## src/rtl/noc_pkg.sv

```systemverilog
// Shared router types: output-port direction codes, requester FSM states and header field offsets.
package noc_pkg;

    typedef enum logic [2:0] {
        DIR_N    = 3'b000,
        DIR_S    = 3'b001,
        DIR_W    = 3'b010,
        DIR_E    = 3'b011,
        DIR_L    = 3'b100,
        DIR_NONE = 3'b111
    } dir_t;

    typedef enum logic [1:0] {
        IDLE = 2'd0,
        REQ  = 2'd1,
        XFER = 2'd2
    } ipr_state_t;

    localparam int WAIT_CNT_W = 5;

    // Destination X sits in the top bits of the header, destination Y directly below it.
    function automatic int hdr_x_msb(input int flit_w);
        return flit_w - 1;
    endfunction

    function automatic int hdr_y_msb(input int flit_w, input int x_w);
        return flit_w - 1 - x_w;
    endfunction

endpackage

```

## src/rtl/xy_route_calc.sv

```systemverilog
// Dimension-ordered (X first, then Y) next-hop selection for a flit destination.
module xy_route_calc
    import noc_pkg::*;
#(
    parameter int X_W  = 2,
    parameter int Y_W  = 2,
    parameter int MY_X = 0,
    parameter int MY_Y = 0
) (
    input  logic [X_W-1:0] dest_x,
    input  logic [Y_W-1:0] dest_y,
    output dir_t           dir
);

    localparam logic [X_W-1:0] MY_X_V = X_W'(MY_X);
    localparam logic [Y_W-1:0] MY_Y_V = Y_W'(MY_Y);

    always_comb begin
        if (dest_x > MY_X_V) begin
            dir = DIR_E;
        end else if (dest_x < MY_X_V) begin
            dir = DIR_W;
        end else if (dest_y > MY_Y_V) begin
            dir = DIR_N;
        end else if (dest_y < MY_Y_V) begin
            dir = DIR_S;
        end else begin
            dir = DIR_L;
        end
    end

endmodule

```

## src/rtl/input_port_requester.sv

```systemverilog
// Input-port requester: flit FIFO, XY next-hop request, grant wait and crossbar issue.
// Optional starvation counter enabled by defining IPR_TIMEOUT_EN.
module input_port_requester
    import noc_pkg::*;
#(
    parameter int FLIT_W      = 32,
    parameter int DEPTH       = 4,
    parameter int X_W         = 2,
    parameter int Y_W         = 2,
    parameter int MY_X        = 0,
    parameter int MY_Y        = 0,
    parameter int TIMEOUT_CYC = 15
) (
    input  logic              clk,
    input  logic              reset,
    input  logic [FLIT_W-1:0] flit_i,
    input  logic              flit_valid_i,
    output logic              flit_ready_o,
    output logic [2:0]        nexthop_addr_o,
    input  logic              grant_n_i,
    input  logic              grant_s_i,
    input  logic              grant_w_i,
    input  logic              grant_e_i,
    input  logic              grant_l_i,
    output logic [FLIT_W-1:0] flit_o,
    output logic              flit_valid_o,
    output logic              change_order_o,
    output logic              starve_o
);

    localparam int PTR_W = $clog2(DEPTH);
    localparam int CNT_W = PTR_W + 1;
    localparam int X_MSB = hdr_x_msb(FLIT_W);
    localparam int Y_MSB = hdr_y_msb(FLIT_W, X_W);
    localparam logic [CNT_W-1:0] FULL_CNT = CNT_W'(DEPTH);

    logic [FLIT_W-1:0] mem [DEPTH];
    logic [PTR_W-1:0]  rd_ptr_reg, wr_ptr_reg;
    logic [CNT_W-1:0]  count_reg, count_next;
    ipr_state_t        state_reg;
    dir_t              nexthop_reg;
    logic [FLIT_W-1:0] flit_reg;
    logic              flit_valid_reg;
    logic              change_order_reg;

    logic              push, pop, grant_match;
    logic [FLIT_W-1:0] head;
    logic [X_W-1:0]    route_x;
    logic [Y_W-1:0]    route_y;
    dir_t              route_dir;

    // A slot being popped this cycle can be refilled, so a full FIFO still accepts during XFER.
    assign flit_ready_o = (count_reg != FULL_CNT) || (state_reg == XFER);
    assign push         = flit_valid_i && flit_ready_o;
    assign pop          = (state_reg == XFER);
    assign count_next   = count_reg + CNT_W'(push) - CNT_W'(pop);
    assign head         = mem[rd_ptr_reg];

    always_ff @(posedge clk) begin
        if (push) begin
            mem[wr_ptr_reg] <= flit_i;
        end
    end

    always_ff @(posedge clk or negedge reset) begin
        if (!reset) begin
            rd_ptr_reg <= '0;
            wr_ptr_reg <= '0;
            count_reg  <= '0;
        end else begin
            if (push) wr_ptr_reg <= wr_ptr_reg + PTR_W'(1);
            if (pop)  rd_ptr_reg <= rd_ptr_reg + PTR_W'(1);
            count_reg <= count_next;
        end
    end

    // During XFER the route is needed for the flit that becomes head after the pop,
    // which is the bypassed input flit when the FIFO is about to drain.
    always_comb begin
        route_x = head[X_MSB -: X_W];
        route_y = head[Y_MSB -: Y_W];
        if (state_reg == XFER) begin
            if (count_reg > CNT_W'(1)) begin
                route_x = mem[rd_ptr_reg + PTR_W'(1)][X_MSB -: X_W];
                route_y = mem[rd_ptr_reg + PTR_W'(1)][Y_MSB -: Y_W];
            end else begin
                route_x = flit_i[X_MSB -: X_W];
                route_y = flit_i[Y_MSB -: Y_W];
            end
        end
    end

    xy_route_calc #(
        .X_W  (X_W),
        .Y_W  (Y_W),
        .MY_X (MY_X),
        .MY_Y (MY_Y)
    ) u_route (
        .dest_x (route_x),
        .dest_y (route_y),
        .dir    (route_dir)
    );

    always_comb begin
        grant_match = 1'b0;
        case (nexthop_reg)
            DIR_N:   grant_match = grant_n_i;
            DIR_S:   grant_match = grant_s_i;
            DIR_W:   grant_match = grant_w_i;
            DIR_E:   grant_match = grant_e_i;
            DIR_L:   grant_match = grant_l_i;
            default: grant_match = 1'b0;
        endcase
    end

    always_ff @(posedge clk or negedge reset) begin
        if (!reset) begin
            state_reg        <= IDLE;
            nexthop_reg      <= DIR_NONE;
            flit_reg         <= '0;
            flit_valid_reg   <= 1'b0;
            change_order_reg <= 1'b0;
        end else begin
            case (state_reg)
                IDLE: begin
                    if (count_reg != '0) begin
                        nexthop_reg <= route_dir;
                        state_reg   <= REQ;
                    end
                end
                REQ: begin
                    if (grant_match) begin
                        state_reg        <= XFER;
                        nexthop_reg      <= DIR_NONE;
                        flit_reg         <= head;
                        flit_valid_reg   <= 1'b1;
                        change_order_reg <= 1'b1;
                    end
                end
                XFER: begin
                    flit_valid_reg   <= 1'b0;
                    change_order_reg <= 1'b0;
                    if (count_next != '0) begin
                        nexthop_reg <= route_dir;
                        state_reg   <= REQ;
                    end else begin
                        state_reg <= IDLE;
                    end
                end
                default: begin
                    state_reg   <= IDLE;
                    nexthop_reg <= DIR_NONE;
                end
            endcase
        end
    end

    assign nexthop_addr_o = nexthop_reg;
    assign flit_o         = flit_reg;
    assign flit_valid_o   = flit_valid_reg;
    assign change_order_o = change_order_reg;

`ifdef IPR_TIMEOUT_EN
    localparam logic [WAIT_CNT_W-1:0] TIMEOUT_VAL = WAIT_CNT_W'(TIMEOUT_CYC);
    logic [WAIT_CNT_W-1:0] wait_cnt_reg;

    always_ff @(posedge clk or negedge reset) begin
        if (!reset) begin
            wait_cnt_reg <= '0;
        end else if (state_reg == REQ && !grant_match) begin
            if (wait_cnt_reg != TIMEOUT_VAL) begin
                wait_cnt_reg <= wait_cnt_reg + WAIT_CNT_W'(1);
            end
        end else begin
            wait_cnt_reg <= '0;
        end
    end

    assign starve_o = (wait_cnt_reg == TIMEOUT_VAL);
`else
    logic unused_timeout;
    assign unused_timeout = (TIMEOUT_CYC != 0);
    assign starve_o       = 1'b0;
`endif

endmodule
```

## config.mk

```make
export PLATFORM = sky130hd
export DESIGN_NAME = input_port_requester
export DESIGN_NICKNAME = d
export VERILOG_FILES = /design/src/rtl/noc_pkg.sv /design/src/rtl/xy_route_calc.sv /design/src/rtl/input_port_requester.sv
export SDC_FILE = /design/constraint.sdc
export NUM_CORES = 1
export LEC_CHECK = 0
export CAP_MARGIN = 40
export CORE_ASPECT_RATIO = 1.75
export CORE_MARGIN = 2
export CORE_UTILIZATION = 40
export CTS_CLUSTER_DIAMETER = 150
export DETAILED_ROUTE_END_ITERATION = 6
export RECOVER_POWER = 100
export SYNTH_ARGS = -nofsm -noshare
export SYNTH_HDL_FRONTEND = slang
export SYNTH_SLANG_ARGS = --single-unit
```

## constraint.sdc

```tcl
create_clock -name clk -period 8.6 [get_ports clk]
set_input_delay 0.86 -clock clk [delete_from_list [all_inputs] [get_ports clk]]
set_output_delay 0.86 -clock clk [all_outputs]
set_load 0.02 [all_outputs]
```

==> results.tsv, run 1 <==
stage	metric	value	unit
detailed_routing	routed_wl	12.47	mm
timing	finalCritPeriodShare	0.4392	
flow_run	cap_violations	3	
layout	fill_cells	1368	
setup_path	r2r-end	nexthop_addr_o[2]$_DFFE_PN1P_	
layout	multi_input_comb_area	1578	µm²
detailed_routing	num_vias	3256	
pwr	power.density	362.4	nW/µm²
floorplanning	rows	62	
floorplanning	chipWidth	101.5	µm
clock_network	clockBufferDepth	2	
timing	holdWs	0.4975	ns
timing	tightest_slew	2.781	ns
clock_network	numCtsBuffers	17	
yosys	async_reset_ff_frac	0.2558	
global_route	track_usage	0.1515	
setup_path	cp-end-kind	flop	
yosys	synth.distinct_cells	42	
hold_path	whs_path_depth	1	
detailed_routing	viasPerCell	4.941	
setup_path	worst-path-max-fanout	7	
pwr	cellLeakagePower	2.907	nW
yosys	synth-edff-count	128	
hold_path	hp-class	reg2reg	
timing	fin_skew	0.007523	ns
timing	maxSlewHeadroom	-0.8540	
detailed_routing	avgRoutedWirePerCell	18.92	µm
layout	seq_area	4949	µm²
timing	min_period	3.777	ns
hold_path	min_from	flit_o[11]$_DFFE_PN0P_	
yosys	synth-seq-cells	172	
hold_path	hold_end	flit_o[11]$_DFFE_PN0P_	
floorplanning	die_y	174.6	µm
setup_path	rr_worst_depth	14	
floorplanning	initial_core_util	0.4065	
floorplanning	pin_count	79	
yosys	syn-num-nets	381	
layout	layout.nets	467	
yosys	synth_area_leaders	edfxtp_1 58%, dfrtp_1 16%, mux4_2 10%, mux2_2 5.8%, ha_1 1.5%	
floorplanning	core-area	16370	µm²
pwr	comb_power_share	0.322	
pwr	p_sw	0.9255	mW
timing	grt_setup_unrepaired	false	
yosys	yosys_most_used_dff	edfxtp_1	
layout	final_common_cell	edfxtp_1	
placed_design	dpl.hpwl	7.918	mm
global_route	grt_pass1_wl	19.42	mm
placed_design	globalplace.congestion	0.7236	
clock_network	cts_tree	done	
clock_network	clkSinkCount	172	
clock_network	holdBufCountCts	0	
placed_design	portBuffers	75	
layout	layout.cells.most_common_list	128 x edfxtp_1, 71 x dlygate4sd3_1, 41 x dfrtp_1, 34 x mux2_2, 30 x mux4_2	
global_route	antenna_found_initial	4	
setup_path	crit_type	reg2reg	
setup_path	crit_arrival	4.12	ns
layout	largest_register_ffs	128	
setup_path	required	8.94	ns
timing	fmax	264.8	MHz
yosys	yosys.area.top_type_share	0.5777	
global_route	grt_max_degree	45	
layout	drive_above_1_share	0.2436	
yosys	syn_area	6654	µm²
detailed_routing	drtAntennaViolNets	0	
yosys	yosys_warnings	0	
detailed_routing	dr.pass1.iters	4	
outcome	violations	max-capacitance violations, max-slew violations	
clock_network	cts_setup_buffers	0	
yosys	yosysTopAreaCell	edfxtp_1	
clock_network	clock_latency	0.42	ns
outcome	outcome	finished, violations left	
setup_path	r2r-start	state_reg[0]$_DFFE_PN0P_	
clock_network	cts-root-buf	clkbuf_16	
global_route	grt_pass1_vias	3576	
pwr	clkPwrFrac	0.255	
setup_path	startpoint_type	flop	
yosys	syn_avg_cell_area	20.04	µm²
global_route	overflow	0	
setup_path	r2r_slack	4.82	ns
yosys	seq_area_frac_synth	0.7435	
timing	slew_viol_final	100	
timing	setup_viol	0	
timing	hold_viol	0	
detailed_routing	drc	0	
pwr	internal_power	2.064	mW
yosys	synthCells	332	
pwr	netSwitchingFraction	0.3096	
clock_network	cts_resized	0	
floorplanning	dieArea	17720	µm²
detailed_routing	drtIter0Drc	116	
layout	area_growth	23.99	%
clock_network	clkTransAtPathRegs	0.07	ns
clock_network	h-tree-depth	4	
pwr	ir_drop	152.3	µV
timing	finalSetupTns	0	ns
pwr	p_seq_frac	0.423	
-- Yosys cell counts, types with 2 or more instances --
cell / number
a211o_1: 3
buf_4: 3
buf_2: 11
dfstp_2: 2
o211ai_1: 2
mux2_2: 34
ha_1: 8
nand2_1: 6
o21ai_0: 5
nand3_1: 2
a211oi_1: 2
edfxtp_1: 128
mux4_2: 30
o311ai_0: 2
xnor2_1: 4
mux2i_1: 3
o21bai_1: 2
and3_1: 5
nor2_1: 5
dfrtp_1: 42
or4_1: 2
inv_1: 10
clkbuf_1: 2
-- logic make-up after synthesis --
family	count (synthesis)	synth area share
AOI/OAI and AO/OA	24	0.02614
other	1	0.0005636
xor gates and xnor gates	4	0.005265
DFF	172	0.7435
buffers and inverters	27	0.01899
and+or+nand+nor	28	0.02388
muxes	67	0.1636
adders and majority gates	9	0.01805
-- power by group through the flow --
stage	logic (mW)	registers, mW	clock network, mW
CTS	1.06	1.27	0.781
global placement	0.966	1.30	0
detailed placement	1.05	1.29	0
finish	0.962	1.26	0.763
floorplan	0.585	1.33	0
global route	1.05	1.29	0.814
-- per-layer routing --
| metal | vias up | routed length (µm) | global-route usage |
|---|---|---|---|
| met5 | - | 0 | 0 |
| met4 | 0 | 242 | 0.05856 |
| met2 | 59 | 7047 | 0.2710 |
| met1 | 1699 | 4824 | 0.1669 |
| met3 | 14 | 357 | 0.04240 |
| li1 | 1484 | - | - |
-- metrics by stage --
step	power, mW	instance area, µm²	setup WS, ns	std cells	utilization
floorplan	1.918	6654	5.185	332	-
global placement	2.271	7622	4.826	617	0.4657
detailed placement	2.336	7750	4.743	623	0.4735
CTS	3.109	8351	4.920	655	0.5102
global route	3.159	8250	4.304	659	0.5041
finish	2.990	8250	4.823	659	0.5041
-- layout make-up --
cell class	instances	area share
inverter	11	0.005005
tap	224	0.03397
timing repair buffer	83	0.09600
clock buffer	18	0.05323
clock inverter	14	0.01956
multi-input combinational	133	0.1912
sequential	172	0.5998
antenna	4	0.001213
-- critical path, cell delays in order (launching register included) --
cell and delay (ns):
dfrtp_1 0.42, or2b_2 0.38, inv_1 0.17, or4_1 0.22, and2_0 0.28, inv_1 0.08
ha_1 0.28, inv_1 0.04, ha_1 0.18, fa_1 0.45, or2_2 0.32, o311a_2 0.39
a21boi_1 0.15, a211o_1 0.23, a21oi_1 0.11
-- worst max-delay path by stage --
stage,from,endpoint,cells past startpoint
3_3_place_gp,flit_valid_i,nexthop_addr_o[2]$_DFFE_PN1P_,12
6_report,state_reg[0]$_DFFE_PN0P_,nexthop_addr_o[2]$_DFFE_PN1P_,14
4_1_cts,state_reg[0]$_DFFE_PN0P_,nexthop_addr_o[2]$_DFFE_PN1P_,14
2_1_floorplan,state_reg[1]$_DFFE_PN0P_,nexthop_addr_o[2]$_DFFE_PN1P_,15
3_5_place_dp,flit_valid_i,nexthop_addr_o[2]$_DFFE_PN1P_,12
5_1_grt,rd_ptr_reg[0]$_DFFE_PN0N_,nexthop_addr_o[1]$_DFFE_PN1P_,5
Note: power is estimated with default switching activity, not from simulation.
==> run 2: changes to the inputs <==
Clock period 8.6 ns to 3.66 ns, I/O delays scaled along.
==> results.tsv, run 2 (same netlist as run 1, synthesis figures left out) <==
stage	metric	value	unit	change
outcome	outcome	finished, violations left		unchanged
outcome	violations	max-capacitance violations, max-slew violations		unchanged
clock_network	cts_setup_buffers	0		unchanged
floorplanning	rows	62		unchanged
global_route	grt_pass1_wl	19.91	mm	was 19.42 mm
setup_path	crit_path_top_delay_cell	or4_4		was fa_1
detailed_routing	drc	0		unchanged
clock_network	cts-root-buf	clkbuf_16		unchanged
hold_path	hp-class	in2async		was reg2reg
layout	area_growth	24.16	%	was 23.99%
setup_path	worst-path-max-fanout	7		unchanged
setup_path	r2r-end	nexthop_addr_o[2]$_DFFE_PN1P_		unchanged
setup_path	r2r_slack	0.18	ns	was 4.82 ns
setup_path	endpoint	nexthop_addr_o[2]$_DFFE_PN1P_		unchanged
timing	slew_viol_final	54		was 100
floorplanning	die_y	174.6	µm	unchanged
timing	setup_viol	0		unchanged
layout	utilization	0.5047		was 0.5041
clock_network	h-tree-depth	4		unchanged
pwr	power.density	855.1	nW/µm²	was 362.4 nW/µm²
clock_network	holdBufCountCts	0		unchanged
clock_network	numCtsBuffers	17		unchanged
global_route	grt_max_degree	29		was 45
setup_path	crit_type	reg2reg		unchanged
detailed_routing	drtIter0Drc	115		was 116
detailed_routing	routed_wl	12.60	mm	was 12.47 mm
setup_path	crit_arrival	3.82	ns	was 4.12 ns
global_route	antenna_found_initial	1		was 4
pwr	p_total	7.065	mW	was 2.990 mW
timing	maxSlewHeadroom	-0.2071		was -0.8540
detailed_routing	wl_met1	4.855	mm	was 4.824 mm
timing	finalCritPeriodShare	0.9504		was 0.4392
clock_network	clkSinkCount	172		unchanged
clock_network	cts_resized	0		unchanged
setup_path	slowest_delay	0.45	ns	about the same
layout	seq_area	4949	µm²	unchanged
pwr	ir_drop	305.3	µV	was 152.3 µV
setup_path	rr_worst_depth	14		unchanged
floorplanning	initial_core_util	0.4065		unchanged
detailed_routing	wl_met2	7.150	mm	was 7.047 mm
detailed_routing	drtAntennaViolNets	0		unchanged
detailed_routing	wl_met3	318	µm	was 357 µm
setup_path	required	4.00	ns	was 8.94 ns
clock_network	clock_latency	0.41	ns	was 0.42 ns
clock_network	clkTransAtPathRegs	0.07	ns	about the same
layout	fill_cells	1372		was 1368
detailed_routing	viasPerCell	5.073		was 4.941
timing	fmax	287.5	MHz	was 264.8 MHz
setup_path	cpLargestDelayFamily	simple AND/OR/NAND/NOR gates		unchanged
detailed_routing	dr.pass1.iters	4		unchanged
setup_path	cp-startpoint	state_reg[1]$_DFFE_PN0P_		was state_reg[0]$_DFFE_PN0P_
layout	layout.nets	468		was 467
detailed_routing	avgRoutedWirePerCell	19.17	µm	was 18.92 µm
setup_path	cp-end-kind	flop		unchanged
floorplanning	pin_count	79		unchanged
floorplanning	chipWidth	101.5	µm	unchanged
timing	tightest_slew	1.811	ns	was 2.781 ns
timing	grt_setup_unrepaired	false		unchanged
placed_design	globalplace.congestion	0.7418		was 0.7236
global_route	track_usage	0.1530		was 0.1515
setup_path	startpoint_type	flop		unchanged
timing	min_period	3.479	ns	was 3.777 ns
placed_design	portBuffers	75		unchanged
layout	largest_register_ffs	128		unchanged
layout	final_area	8262	µm²	was 8250 µm²
placed_design	place_ws	0.08096	ns	was 4.743 ns
floorplanning	dieArea	17720	µm²	unchanged
flow_run	cap_violations	2		was 3
setup_path	crit_chain	or2b_2 -> inv_2 -> or4_4 -> and2_4 -> inv_1 -> ha_1 -> inv_1 -> ha_1 -> fa_1 -> or2_2 -> o311a_2 -> a21boi_1 -> a211o_1 -> a21oi_1		was or2b_2 -> inv_1 -> or4_1 -> and2_0 -> inv_1 -> ha_1 -> inv_1 -> ha_1 -> fa_1 -> or2_2 -> o311a_2 -> a21boi_1 -> a211o_1 -> a21oi_1
setup_path	r2r-start	state_reg[1]$_DFFE_PN0P_		was state_reg[0]$_DFFE_PN0P_
placed_design	placed_cells	624		was 623
layout	finalNonFillerCells	657		was 659
detailed_routing	num_vias	3333		was 3256
placed_design	post_dp_cell_area	7745	µm²	was 7750 µm²
global_route	overflow	0		unchanged
detailed_routing	highest_layer	met4		unchanged
timing	finalSetupTns	0	ns	unchanged
placed_design	dpl.hpwl	8.284	mm	was 7.918 mm
global_route	grt_pass1_vias	3632		was 3576
layout	multi_input_comb_area	1584	µm²	was 1578 µm²
timing	fin_skew	0.01436	ns	was 0.007523 ns
layout	drive_above_1_share	0.2477		was 0.2436
setup_path	path_depth	14		unchanged
clock_network	clockBufferDepth	2		unchanged
timing	fin_ws	0.1815	ns	was 4.823 ns
setup_path	crit_buf_inv	3		unchanged
timing	hold_viol	0		unchanged
pwr	cellLeakagePower	2.921	nW	was 2.907 nW
timing	holdWs	0.4303	ns	was 0.4975 ns
floorplanning	core-area	16370	µm²	unchanged
clock_network	cts_tree	done		unchanged
layout	final_common_cell	edfxtp_1		unchanged
layout	layout.cells.most_common_list	128 x edfxtp_1, 70 x dlygate4sd3_1, 41 x dfrtp_1, 34 x mux2_2, 30 x mux4_2		was 128 x edfxtp_1, 71 x dlygate4sd3_1, 41 x dfrtp_1, 34 x mux2_2, 30 x mux4_2
[run 2: how the worst min path moves through the flow]
stage	startpoint	endpoint	slack, ns
2_1_floorplan	reset	change_order_o$_DFFE_PN0P_	0.07
3_3_place_gp	reset	flit_o[25]$_DFFE_PN0P_	0.49
3_5_place_dp	reset	flit_o[25]$_DFFE_PN0P_	0.48
4_1_cts	reset	flit_o[25]$_DFFE_PN0P_	0.04
5_1_grt	flit_o[5]$_DFFE_PN0P_	flit_o[5]$_DFFE_PN0P_	0.52
6_report	reset	flit_o[25]$_DFFE_PN0P_	0.43
[run 2: area by class of cell]
cell class,instances,area share
diodes,1,0.0003029
clock buffers,18,0.05195
clock inverters,14,0.02105
inverters,11,0.004998
multi-input cells,133,0.1917
flip-flops and latches,172,0.5990
well taps,224,0.03392
repair buffers,84,0.09708
[run 2: power by group]
group          internal [mW]  leakage (nW)  switching (mW)  total (mW)
registers               2.69          1.69           0.326        3.01
clock network           1.03         0.286           0.769        1.80
logic                   1.13         0.949            1.11        2.25
[run 2: layer usage]
metal,vias to the layer above,global-route usage
met2,68,0.2710
li1,1483,-
met1,1767,0.1790
met4,0,0.05743
met3,15,0.03280
met5,-,0
==> edit, RTL diff (flow settings as in run 2) <==
Add a define of `IPR_TIMEOUT_EN`.
--- a/src/rtl/input_port_requester.sv
+++ b/src/rtl/input_port_requester.sv
@@ -1,5 +1,7 @@
 // Input-port requester: flit FIFO, XY next-hop request, grant wait and crossbar issue.
 // Optional starvation counter enabled by defining IPR_TIMEOUT_EN.
+`define IPR_TIMEOUT_EN
+
 module input_port_requester
     import noc_pkg::*;
 #(
Formal check against the unedited RTL: same outputs for any inputs over 10 cycles, from zero or initial values and one cycle with reset low; that may be too few to reach the edited logic, so the function may still have changed.
==> edit against run 2 <==
  * The run still ends with capacitance limit, slew limit left
  * Cell count rose by 5.2%
  * First-iteration DRC count increased by 53%
  * Area after synthesis up 4.0%
  * Sequential cell count rose by 5
  * Count of clock-buffer cells in the layout is 3 higher
  * Total power is 0.58% lower
  * Final area grew 2.8%
  * Clock power shrank 6%
  * Utilization decreased by 0.35 points
  * Setup slack improved by 0.053 ns
  * Wire length grew 0.57%
  * Largest cell class unchanged
  * Highest routed layer unchanged
==> edit: results (changes against run 2) <==
| Metric | Value |
|---|---|
| Outcome | `finished, violations left` |
| Violated checks | `capacitance limit, slew limit` |
| Lkg Pwr | `3.05 nW (+4.4%)` |
| Placed cell area | `8030 um2 (+3.6%)` |
| Setup Skew | `0.0114 ns (-0.00294 ns)` |
| Largest net degree at the start of global routing | `30 (+3.4%)` |
| Maxcap violations | `5 (+3)` |
| Synth async-reset ratio | `27.7% (+2.1 points)` |
| Syn nets | `414 (+8.7%)` |
| Layout cells sized above 1 | `22.0% (-2.8 points)` |
| Worst-margin pin slew | `1.97 ns (+0.159 ns)` |
| Detailed Route WL | `12700 um (+0.57%)` |
| Port Buf Inserts | `76 (+1.3%)` |
| Global-route wire length before repair | `19600 um (-1.5%)` |
| Sequential fraction of the synthesis area | `73.3% (-1.0 points)` |
| # placed instances | `659 (+5.6%)` |
| Synth cell count leaders | `edfxtp_1, dfrtp_1, mux2_2, mux4_2, nand2_1` |
| Synth Instances | `363 (+9.3%)` |
| Total number of vias | `3457 (+3.7%)` |
| Max Slew Vio Count | `145 (+170%)` |
| FF-to-FF path depth | `15 (+1)` |
| Post-detail-place hpwl | `8180 um (-1.3%)` |
| Vias in the first global route | `3729 (+2.7%)` |
| Max VDD drop | `0.000313 V (+2.4%)` |
| Reg2reg setup slack | `0.23 ns (+0.05 ns)` |
| Final Wtd Congestion | `0.786 (+5.9%)` |
| Data arrival, critical path | `3.76 ns (-0.06 ns)` |
| Netlist cell types | `47 (+12%)` |
| Nets@finish | `502 (+7.3%)` |
| Top cells by area, synth | `edfxtp_1, dfrtp_1, mux4_2, mux2_2, ha_1` |
| Diodes inserted | `0 (-1)` |
| Initial antenna violation count | `0 (-1)` |
| Fill cells | `1449 (+5.6%)` |
| Critical path peak fanout | `6 (-1)` |
| Minimum clock period | `3.43 ns (-0.0526 ns)` |
| DRT iter0 DRCs | `176 (+53%)` |
==> edit: changes by cell type after synthesis, sizes merged, moves of 3 or more <==
cell	change
nor2b	+3
a211o	-3
nor2	+3
mux2i	+5
dfrtp	+5
nand2	+8
==> edit: per-stage QoR <==
step	total power [mW]	util [%]	hold WS (ns)
2_1_floorplan	4.60	-	0.0704
3_3_place_gp	5.40	46.6	0.447
3_5_place_dp	5.57	47.4	0.456
4_1_cts	7.29	50.7	0.0172
5_1_grt	7.44	50.1	0.511
6_report	7.02	50.1	0.381
==> edit: where the power goes <==
part           leakage, nW  switching, mW  internal, mW
registers             1.76          0.300          2.76
logic                 1.02           1.15          1.12
clock network        0.274          0.726         0.979
==> edit: cell families after synthesis <==
family / Yosys count / share of synthesized area, %
simple gates: 50 / 3.92
xor+xnor: 7 / 0.886
compound gates: 22 / 2.26
mux: 68 / 15.5
flops: 177 / 73.3
buf+inv: 28 / 2.04
fa+ha+maj: 11 / 2.10
==> edit: cell type report <==
class / instances / area [um2] / area share, %
Multi-Input combinational cell: 158 / 1710 / 20.2
Clock inverter: 11 / 104 / 1.22
Tap cell: 227 / 284 / 3.34
Inverter: 11 / 41.3 / 0.486
Timing Repair Buffer: 86 / 820 / 9.65
Sequential cell: 177 / 5070 / 59.7
Clock buffer: 21 / 460 / 5.42
==> edit: path summary, 6_finish.rpt <==
kind | from | end
worst max-delay path | state_reg[0] | nexthop_addr_o[2]
worst min-delay path | reset | flit_o[0]
worst max register to register | state_reg[0] | nexthop_addr_o[2]
worst min register to register | flit_o[30] | flit_o[30]
max in group asynchronous | reset | flit_o[29]
min in group clk | flit_o[30] | flit_o[30]
==> edit: layer usage <==
layer  global-route usage [%]  routed length, um
met1                     16.4               4920
met2                     27.4               7270
met3                     2.55                304
met4                     5.10                165
met5                        0                  0
